**src/rtl/guess_hint_engine_if.sv**
```systemverilog
// ============================================================================
//  Module      : guess_hint_engine_if
//  Description : Handshake and BOARD_RAM write bus between the game FSM
//                (master) and the guess/hint engine (slave).
//  Revision    : 1.0 - initial release
// ============================================================================
`default_nettype none

interface guess_hint_engine_if #(
  parameter int MAX_PINS    = 20,
  parameter int PIN_POS_W   = 5,
  parameter int PIN_COLOR_W = 5,
  parameter int ADDR_W      = 12,
  parameter int DATA_W      = 8
);
  // Job request side
  logic                            START;
  logic                            ABORT;
  logic [PIN_POS_W-1:0]            PINS_COUNT;
  logic [7:0]                      GUESS_INDEX;
  logic [MAX_PINS*PIN_COLOR_W-1:0] GUESS;
  logic [MAX_PINS*PIN_COLOR_W-1:0] SECRET;
  // Job status / result side
  logic                            BUSY;
  logic                            DONE;
  logic [PIN_POS_W-1:0]            GREEN;
  logic [PIN_POS_W-1:0]            YELLOW;
  // BOARD_RAM write port
  logic                            RAM_WEN;
  logic [ADDR_W-1:0]               RAM_WADDR;
  logic [DATA_W-1:0]               RAM_DATA;

  modport master (
    output START, ABORT, PINS_COUNT, GUESS_INDEX, GUESS, SECRET,
    input  BUSY, DONE, GREEN, YELLOW, RAM_WEN, RAM_WADDR, RAM_DATA
  );

  modport slave (
    input  START, ABORT, PINS_COUNT, GUESS_INDEX, GUESS, SECRET,
    output BUSY, DONE, GREEN, YELLOW, RAM_WEN, RAM_WADDR, RAM_DATA
  );
endinterface

`default_nettype wire

```
**src/rtl/guess_hint_engine.sv**
```systemverilog
// ============================================================================
//  Module      : guess_hint_engine
//  Description : Writes one committed Mastermind guess row to BOARD_RAM,
//                scores it against the secret (green = exact, yellow =
//                colour elsewhere) and writes the yellow/green pair to the
//                hint region. START/DONE handshake, ABORT cancels a job.
//  Revision    : 1.0 - initial release
// ============================================================================
`default_nettype none

module guess_hint_engine #(
  parameter int MAX_PINS     = 20,
  parameter int PIN_POS_W    = 5,
  parameter int PIN_COLOR_W  = 5,
  parameter int ADDR_W       = 12,
  parameter int DATA_W       = 8,
  parameter int HINTS_OFFSET = 2048
) (
  input  logic               CLK,
  input  logic               RST,
  guess_hint_engine_if.slave bus
);

  localparam logic [2:0] S_IDLE  = 3'd0;
  localparam logic [2:0] S_PIN   = 3'd1;
  localparam logic [2:0] S_CROSS = 3'd2;
  localparam logic [2:0] S_WR_Y  = 3'd3;
  localparam logic [2:0] S_WR_G  = 3'd4;
  localparam logic [2:0] S_FIN   = 3'd5;

  localparam logic [PIN_POS_W-1:0] c_max_pins = PIN_POS_W'(MAX_PINS);
  localparam logic [PIN_POS_W-1:0] c_last_pin = PIN_POS_W'(MAX_PINS - 1);

  // Control state
  logic [2:0]              r_state;
  logic [PIN_POS_W-1:0]    r_idx;      // pin index in PIN
  logic [PIN_POS_W-1:0]    r_g;        // guess index in CROSS
  logic [PIN_POS_W-1:0]    r_s;        // secret index in CROSS
  logic [PIN_POS_W-1:0]    r_p;        // clamped active pin count
  logic [7:0]              r_gidx;
  logic [PIN_POS_W-1:0]    r_green_acc;
  logic [PIN_POS_W-1:0]    r_yellow_acc;
  logic [MAX_PINS-1:0]     r_ga;       // guess pins already consumed
  logic [MAX_PINS-1:0]     r_sa;       // secret pins already consumed
  logic [PIN_COLOR_W-1:0]  r_guess  [MAX_PINS];
  logic [PIN_COLOR_W-1:0]  r_secret [MAX_PINS];

  // Registered outputs
  logic                    r_busy;
  logic                    r_done;
  logic [PIN_POS_W-1:0]    r_green;
  logic [PIN_POS_W-1:0]    r_yellow;
  logic                    r_wen;
  logic [ADDR_W-1:0]       r_waddr;
  logic [DATA_W-1:0]       r_data;

  logic                    w_accept;
  logic [PIN_POS_W-1:0]    w_p_clamped;
  logic [PIN_COLOR_W-1:0]  w_pin_g;
  logic [PIN_COLOR_W-1:0]  w_pin_s;
  logic [PIN_COLOR_W-1:0]  w_cross_g;
  logic [PIN_COLOR_W-1:0]  w_cross_s;
  logic                    w_pin_hit;
  logic                    w_cross_hit;
  logic                    w_last_pin;
  logic                    w_last_s;
  logic                    w_last_g;
  logic [ADDR_W-1:0]       w_row_base;
  logic [ADDR_W-1:0]       w_hint_base;

  // ABORT has priority over START even while idle
  assign w_accept    = (r_state == S_IDLE) && bus.START && !bus.ABORT;
  assign w_p_clamped = (bus.PINS_COUNT > c_max_pins) ? c_max_pins : bus.PINS_COUNT;

  assign w_pin_g     = r_guess[r_idx];
  assign w_pin_s     = r_secret[r_idx];
  assign w_cross_g   = r_guess[r_g];
  assign w_cross_s   = r_secret[r_s];

  assign w_pin_hit   = (w_pin_g == w_pin_s) && !r_ga[r_idx] && !r_sa[r_idx];
  assign w_cross_hit = (r_g != r_s) && (w_cross_g == w_cross_s) &&
                       !r_ga[r_g] && !r_sa[r_s];

  assign w_last_pin  = (r_idx == c_last_pin);
  assign w_last_s    = (r_s == r_p - 1'b1);
  assign w_last_g    = (r_g == r_p - 1'b1);

  // Row base and hint pair base; both wrap to the RAM address width
  assign w_row_base  = ADDR_W'(32'(r_gidx) * MAX_PINS);
  assign w_hint_base = ADDR_W'(HINTS_OFFSET) + ADDR_W'({r_gidx, 1'b0});

  // Capture the guess/secret colours when a job is accepted
  always_ff @(posedge CLK) begin
    if (!RST && w_accept) begin
      for (int i = 0; i < MAX_PINS; i++) begin
        r_guess[i]  <= bus.GUESS[i*PIN_COLOR_W +: PIN_COLOR_W];
        r_secret[i] <= bus.SECRET[i*PIN_COLOR_W +: PIN_COLOR_W];
      end
    end
  end

  // Job sequencer: pin upload with green scan, cross scan, hint writes
  always_ff @(posedge CLK) begin
    if (RST) begin
      r_state      <= S_IDLE;
      r_idx        <= '0;
      r_g          <= '0;
      r_s          <= '0;
      r_p          <= '0;
      r_gidx       <= '0;
      r_green_acc  <= '0;
      r_yellow_acc <= '0;
      r_ga         <= '0;
      r_sa         <= '0;
      r_busy       <= 1'b0;
      r_done       <= 1'b0;
      r_green      <= '0;
      r_yellow     <= '0;
      r_wen        <= 1'b0;
      r_waddr      <= '0;
      r_data       <= '0;
    end else if (bus.ABORT) begin
      // Cancel: hint results from the previous job are kept
      r_state <= S_IDLE;
      r_busy  <= 1'b0;
      r_done  <= 1'b0;
      r_wen   <= 1'b0;
    end else begin
      r_done <= 1'b0;
      r_wen  <= 1'b0;
      case (r_state)
        S_IDLE: begin
          if (bus.START) begin
            r_p          <= w_p_clamped;
            r_gidx       <= bus.GUESS_INDEX;
            r_idx        <= '0;
            r_green_acc  <= '0;
            r_yellow_acc <= '0;
            r_ga         <= '0;
            r_sa         <= '0;
            r_busy       <= 1'b1;
            r_state      <= S_PIN;
          end
        end

        S_PIN: begin
          r_wen   <= 1'b1;
          r_waddr <= w_row_base + ADDR_W'(r_idx);
          r_data  <= DATA_W'(w_pin_g);
          // Inactive slots are retired so the cross scan never sees them
          if (r_idx >= r_p) begin
            r_ga[r_idx] <= 1'b1;
            r_sa[r_idx] <= 1'b1;
          end else if (w_pin_hit) begin
            r_ga[r_idx] <= 1'b1;
            r_sa[r_idx] <= 1'b1;
            r_green_acc <= r_green_acc + 1'b1;
          end
          if (w_last_pin) begin
            r_idx   <= '0;
            r_g     <= '0;
            r_s     <= '0;
            r_state <= (r_p == '0) ? S_WR_Y : S_CROSS;
          end else begin
            r_idx <= r_idx + 1'b1;
          end
        end

        S_CROSS: begin
          if (w_cross_hit) begin
            r_ga[r_g]    <= 1'b1;
            r_sa[r_s]    <= 1'b1;
            r_yellow_acc <= r_yellow_acc + 1'b1;
          end
          if (w_last_s) begin
            r_s <= '0;
            if (w_last_g) begin
              r_state <= S_WR_Y;
            end else begin
              r_g <= r_g + 1'b1;
            end
          end else begin
            r_s <= r_s + 1'b1;
          end
        end

        S_WR_Y: begin
          r_wen   <= 1'b1;
          r_waddr <= w_hint_base;
          r_data  <= DATA_W'(r_yellow_acc);
          r_state <= S_WR_G;
        end

        S_WR_G: begin
          r_wen   <= 1'b1;
          r_waddr <= w_hint_base + ADDR_W'(1);
          r_data  <= DATA_W'(r_green_acc);
          r_state <= S_FIN;
        end

        S_FIN: begin
          r_done   <= 1'b1;
          r_green  <= r_green_acc;
          r_yellow <= r_yellow_acc;
          r_busy   <= 1'b0;
          r_state  <= S_IDLE;
        end

        default: begin
          r_busy  <= 1'b0;
          r_state <= S_IDLE;
        end
      endcase
    end
  end

  assign bus.BUSY      = r_busy;
  assign bus.DONE      = r_done;
  assign bus.GREEN     = r_green;
  assign bus.YELLOW    = r_yellow;
  assign bus.RAM_WEN   = r_wen;
  assign bus.RAM_WADDR = r_waddr;
  assign bus.RAM_DATA  = r_data;

endmodule

`default_nettype wire

```
**src/flat_wrapper.sv**
```systemverilog
// flat-port wrapper written by rule: the top's interface ports become plain ports
module guess_hint_engine_flat 
#(
  parameter int MAX_PINS     = 20,
  parameter int PIN_POS_W    = 5,
  parameter int PIN_COLOR_W  = 5,
  parameter int ADDR_W       = 12,
  parameter int DATA_W       = 8,
  parameter int HINTS_OFFSET = 2048
)
  (CLK, RST, bus_START, bus_ABORT, bus_PINS_COUNT, bus_GUESS_INDEX, bus_GUESS, bus_SECRET, bus_BUSY, bus_DONE, bus_GREEN, bus_YELLOW, bus_RAM_WEN, bus_RAM_WADDR, bus_RAM_DATA);
  guess_hint_engine_if #(.MAX_PINS(MAX_PINS), .PIN_POS_W(PIN_POS_W), .PIN_COLOR_W(PIN_COLOR_W), .ADDR_W(ADDR_W), .DATA_W(DATA_W)) bus_i ();
  input  logic CLK;
  input  logic RST;
  input wire logic [$bits(bus_i.START)-1:0] bus_START;
  input wire logic [$bits(bus_i.ABORT)-1:0] bus_ABORT;
  input wire logic [$bits(bus_i.PINS_COUNT)-1:0] bus_PINS_COUNT;
  input wire logic [$bits(bus_i.GUESS_INDEX)-1:0] bus_GUESS_INDEX;
  input wire logic [$bits(bus_i.GUESS)-1:0] bus_GUESS;
  input wire logic [$bits(bus_i.SECRET)-1:0] bus_SECRET;
  output wire logic [$bits(bus_i.BUSY)-1:0] bus_BUSY;
  output wire logic [$bits(bus_i.DONE)-1:0] bus_DONE;
  output wire logic [$bits(bus_i.GREEN)-1:0] bus_GREEN;
  output wire logic [$bits(bus_i.YELLOW)-1:0] bus_YELLOW;
  output wire logic [$bits(bus_i.RAM_WEN)-1:0] bus_RAM_WEN;
  output wire logic [$bits(bus_i.RAM_WADDR)-1:0] bus_RAM_WADDR;
  output wire logic [$bits(bus_i.RAM_DATA)-1:0] bus_RAM_DATA;
  assign bus_i.START = bus_START;
  assign bus_i.ABORT = bus_ABORT;
  assign bus_i.PINS_COUNT = bus_PINS_COUNT;
  assign bus_i.GUESS_INDEX = bus_GUESS_INDEX;
  assign bus_i.GUESS = bus_GUESS;
  assign bus_i.SECRET = bus_SECRET;
  assign bus_BUSY = bus_i.BUSY;
  assign bus_DONE = bus_i.DONE;
  assign bus_GREEN = bus_i.GREEN;
  assign bus_YELLOW = bus_i.YELLOW;
  assign bus_RAM_WEN = bus_i.RAM_WEN;
  assign bus_RAM_WADDR = bus_i.RAM_WADDR;
  assign bus_RAM_DATA = bus_i.RAM_DATA;
  guess_hint_engine #(.MAX_PINS(MAX_PINS), .PIN_POS_W(PIN_POS_W), .PIN_COLOR_W(PIN_COLOR_W), .ADDR_W(ADDR_W), .DATA_W(DATA_W), .HINTS_OFFSET(HINTS_OFFSET)) u_core (.CLK(CLK), .RST(RST), .bus(bus_i));
endmodule
```
**config.mk**
```make
export PLATFORM = sky130hd
export DESIGN_NAME = guess_hint_engine_flat
export DESIGN_NICKNAME = d
export VERILOG_FILES = /design/src/rtl/guess_hint_engine_if.sv /design/src/rtl/guess_hint_engine.sv /design/src/flat_wrapper.sv
export SDC_FILE = /design/constraint.sdc
export NUM_CORES = 1
export LEC_CHECK = 0
export ABC_AREA = 1
export BUFFER_PORTS_ARGS = -buffer_cell sky130_fd_sc_hd__buf_4
export CORE_ASPECT_RATIO = 0.75
export CORE_MARGIN = 10
export CORE_UTILIZATION = 52
export DETAILED_ROUTE_END_ITERATION = 16
export PLACE_DENSITY = 0.82
export SLEW_MARGIN = 5
export SYNTH_ARGS = -nofsm -noshare
export SYNTH_HDL_FRONTEND = slang
export SYNTH_SLANG_ARGS = --single-unit
```
**constraint.sdc**
```tcl
create_clock -name CLK -period 7.9 [get_ports CLK]
set_input_delay 1.185 -clock CLK [delete_from_list [all_inputs] [get_ports CLK]]
set_output_delay 1.185 -clock CLK [all_outputs]
set_load 0.01 [all_outputs]
```
Yosys cells after proc, flatten, opt, wreduce, memory -nomap -nowiden
Memory sizes are Yosys's and may differ from the RTL's. A register that Yosys moved wholly into a read port is not among the register bits.
Index checks and enable logic that the tools add are counted.

cells by class
  add/sub/neg operators = 9
  multipliers = 1
  magnitude comparators = 8
  eq/ne operators = 20
  muxes and demuxes = 60
  bitwise gates (word level) = 6
  reduce and logical (&&, ||, !) cells = 38

operators by type and width
  kind                                                        count
  two-way mux 20 bit                                          7
  one-hot mux 20 bit (3 select lines)                         2
  two-way mux 5 bit                                           18
  bitwise OR 20 bit                                           4
  one-hot mux 5 bit (2 select lines)                          5
  one-hot mux 12 bit (3 select lines)                         1
  adder 5 x 1 -> 5 bit, second input constant                 5
  one-hot mux 8 bit (3 select lines)                          1
  binary-select mux 1 bit (select 5 bit)                      4
  == test 5 bit                                               4
  less-than comparator 5 x 6 -> 1 bit, second input constant  3
  demux 1 bit (select 5 bit)                                  3
  >= comparator 5 x 1 -> 1 bit, second input constant         3
  one-hot mux 3 bit (5 select lines)                          1
  AND reduction 5 bit                                         3
  two-way mux 1 bit                                           13
  adder 12 x 1 -> 12 bit, second input constant               1
  adder 12 x 5 -> 12 bit                                      1
  adder 12 x 9 -> 12 bit, first input constant                1
  two-way mux 3 bit                                           4
  logical AND 1 bit                                           11
  multiplier 8 x 3 -> 10 bit, second input constant           1
  != test 2 x 1 -> 1 bit, second input constant               5
  AND reduction 3 bit                                         3
  22 further kinds                                            38

word-level totals
  register bits = 114
  memory bits (writable) = 200
  input bits = 217
  output and inout port bits = 33
  logic and storage cells = 161
  memories kept = 2

memories
  name             depth  bits a word  rd ports  clocked after memory_dff  wr ports  RTL line                 source
  u_core.r_guess   20     5            2         2                         20        guess_hint_engine.sv:45  logic [PIN_COLOR_W-1:0] r_guess [MAX_PINS];
  u_core.r_secret  20     5            2         2                         20        guess_hint_engine.sv:46  logic [PIN_COLOR_W-1:0] r_secret [MAX_PINS];

Longest topological paths before layout
  word-level depth = 8
  depth in mapped cells = 21
  mapped depth without buffers = 18

Least setup slack after synthesis
OpenSTA, ideal clock, no wires.

  kind = input -> register
  start point = in bus_START
  end point = mem u_core.r_guess[0][0] (enable)
  library setup time = 611 ps
  arrival = 7,289 ps
  required time = 7,289 ps
  slack = -1 ps
  stages on the path = 7
  path buffers = 0
  path through = nand3b_1 -> nand2_1 -> nor3_1 -> inv_2 -> nor2_1 -> inv_2 -> nor2_2

RTL lines
  item                RTL line                 source
  start: declaration  flat_wrapper.sv:15       input wire logic [$bits(bus_i.START)-1:0] bus_START;
  end: declaration    guess_hint_engine.sv:45

==> metrics <==
dpl cells=2,739; Clk network pwr share=0.381; fraction of registers with async set/reset=0; # diodes=0; layout cell share with drive strength beyond 1=0.138; worst path bufs/invs=1; initial antenna violation count=1; Non-Filler Instances=2,797; clk sinks=326; Leak Pwr=8.39 nW; drt total wl=55,600 µm; Slew @ Worst Pin=1310 ps; Final nets=2,584; worst hold path depth=2; Die ar.=0.0409 mm²; Top cell by count, worst path=nand2_1; via count=16,649; Hold Crit Class=flip-flop to flip-flop; EDFF count, synth=200; cell internal pwr=2.92 mW; Tcrit/Tclk final=0.501; antenna-violating nets left=0; cells on worst reg2reg path=16; WL per Instance=19.9 µm; RSZ-0062 raised after global routing=no; Slew Viols, Final=0; worst hold slack=470 ps; Rows=57; Slew Limit Headroom=0.128; via/cell ratio=5.95; Yosys reg bits=326; DRT iter0 DRCs=2,555; CTS hold repair buffers=0; hold endpoint=u_core.bus.RAM_WADDR[10]; Crit. End Element=flip-flop; Syn. warnings=0; critical path fanouts, max=41; FF-to-FF setup slack=3940 ps; Synth area leader=edfxtp_1; grt ovf=0; PortBufs=246; Initial Util=0.530; CP Data Required Time=8440 ps; dpl hpwl=38,400 µm; status=finished, final reports clean; commonest non-fill, non-tap cell in the layout=nand2_1; setup tns final=0 ps; max-cap viol count=0; Layout area overhead=16.4%; TritonCTS buffer count=31; root buffer cell=clkbuf_16; drt first pass iters=9; combinational power share=0.130; Seq/Total Area, Yosys=0.495; I/O pin cnt=250; clk slew on worst S/H paths=70 ps; first-pass GRT wire length=86,700 µm; Psw=1.04 mW; Power Density=198 mW/mm²; vias in the first global route=15,847; Peak VDD IR=199 µV; switching part of the total=0.263; CP peak stage delay=1020 ps; Yosys top cell area share=0.348; PostCTS Resize Cnt=0; Hold Crit Start=u_core.bus.RAM_WADDR[10]; Post-CTS Setup Bufs=0; maximum clock rate=252 MHz; top cells by area, synth=edfxtp_1 (35%), nand2_1 (15%), dfxtp_1 (15%), nand3_1 (9.5%), o21ai_0 (3.6%); total track usage=0.263; crit-path cells=inv_2, nand3_1, nand3_1, nand2_1, nand2_1, nand3_1, nand2_1, nand2_1, nand2_1, nor2_1, nand3_1, nand2_2, nand3_1, nand2_1, nand2_1, nor2_1; CTS Buffer Depth=3; Netlist cell types=43; Clock Latency Late Sink=590 ps; Core Box Area=0.0325 mm²; Clock Skews=19.8 ps; Final Hold Viols=0; largest net degree at the start of global routing=202; Setup CP Type=flip-flop to flip-flop; synthesized area per cell=7.99 µm²; die height=178 µm; CP max stage cell=dfxtp_1; H-Tree Depth=1; Synth Flop Type=edfxtp_1; GP Congestion=0.998; setup violators final=0; chip width=230 µm; Mapped Area=0.0172 mm²; post-route minimum period=3960 ps; WP data arrival=4500 ps; r2r endpoint=u_core.r_ga[4]; commonest non-fill, non-tap cells in the layout=nand2_1 (681), nand3_1 (326), buf_4 (253); TritonCTS clock tree=built; drt drc=0; Mapped Cells=2,158; startpoint class of the critical path=flip-flop; delay-heaviest family, CP=simple AND/OR/NAND/NOR gates; sequential group share of total power=0.489
how the worst max path moves through the flow:
stage              start                    end  depth (start not counted)
2_1_floorplan  bus_START   u_core.r_guess[0][0]                          7
3_3_place_gp   bus_START  u_core.r_secret[2][4]                          9
4_1_cts        flip-flop         u_core.r_ga[4]                         16
3_5_place_dp   bus_ABORT  u_core.r_secret[7][1]                          9
6_report       flip-flop         u_core.r_ga[4]                         16
5_1_grt        flip-flop         u_core.r_ga[2]                         16
registers in the layout, summed over array words and instances (netlist names), named ones only:
signal and cells:
u_core.r_yellow_acc 5, u_core.bus.BUSY 1, u_core.r_secret 100, u_core.bus.RAM_WEN 1, u_core.bus.YELLOW 5, u_core.r_idx 5, u_core.r_g 5, u_core.r_p 5
u_core.r_sa 20, u_core.bus.RAM_WADDR 12, u_core.r_gidx 8, u_core.r_s 5, u_core.r_green_acc 5, u_core.bus.DONE 1, u_core.r_state 3, u_core.bus.GREEN 5
u_core.bus.RAM_DATA 5, u_core.r_guess 100, u_core.r_ga 20
layout make-up:
cell class,instances,area (µm²)
Timing Repair Buffer,254,1920
Fill cell,2821,12500
Clock buffer,33,783
Sequential cell,326,8530
Inverter,157,594
Tap cell,442,553
Multi-Input combinational cell,1560,7440
Clock inverter,25,245
worst min-delay path: stages, from the launching register on:
cell and delay (ps):
dfxtp_1 310, nand2_1 60, a21oi_1 60
Yosys cell counts (2+ instances only):
cell	n
a211oi_1	4
nand3b_1	2
nor3b_1	3
or2_2	3
o21bai_1	5
nor2_1	103
inv_1	141
a22o_1	7
ha_1	35
buf_1	4
nand2_2	2
o22ai_1	2
inv_2	7
nor3_1	25
edfxtp_1	200
clkinv_1	7
a21oi_1	110
clkbuf_1	25
a21boi_0	2
nand3_1	326
xor2_1	20
a31oi_1	16
nand2_1	681
buf_2	57
nand4_1	48
dfxtp_1	126
nor2_2	4
buf_6	17
o21ai_0	123
fa_1	2
o21ai_1	4
buf_4	13
o211ai_1	21
inv_4	2
xnor2_1	3
stage by stage:
stage,area (µm²),worst slack (ps),utilization,total power [mW]
final,20100,3940,0.617,3.97
after detailed placement,19000,4040,0.585,2.48
after global placement,19000,4170,0.585,2.46
after CTS,20100,4050,0.617,3.97
after global routing,20100,3660,0.617,4.11
after floorplan,17200,2350,-,2.28
cells by family after synthesis:
family | synth area share
AOI/OAI and AO/OA | 0.0947
xor gates and xnor gates | 0.0117
adders and majority gates | 0.0277
buffers and inverters | 0.0744
DFF | 0.495
other | 0.000218
and+or+nand+nor | 0.296
power by group through the flow:
stage	registers [mW]	clock network [mW]	logic [mW]
after detailed placement	1.97	0	0.504
after global placement	1.97	0	0.492
final	1.94	1.51	0.517
after floorplan	1.94	0	0.336
after CTS	1.94	1.53	0.507
after global routing	1.94	1.60	0.572
per-layer routing:
metal,vias to the layer above,part of all wire,global-route usage
li1,7643,-,-
met1,7710,0.40,0.351
met2,1139,0.44,0.407
met3,155,0.13,0.0716
met4,2,0.033,0.0872
met5,-,0.00023,0
(Power assumes the default switching activity.)
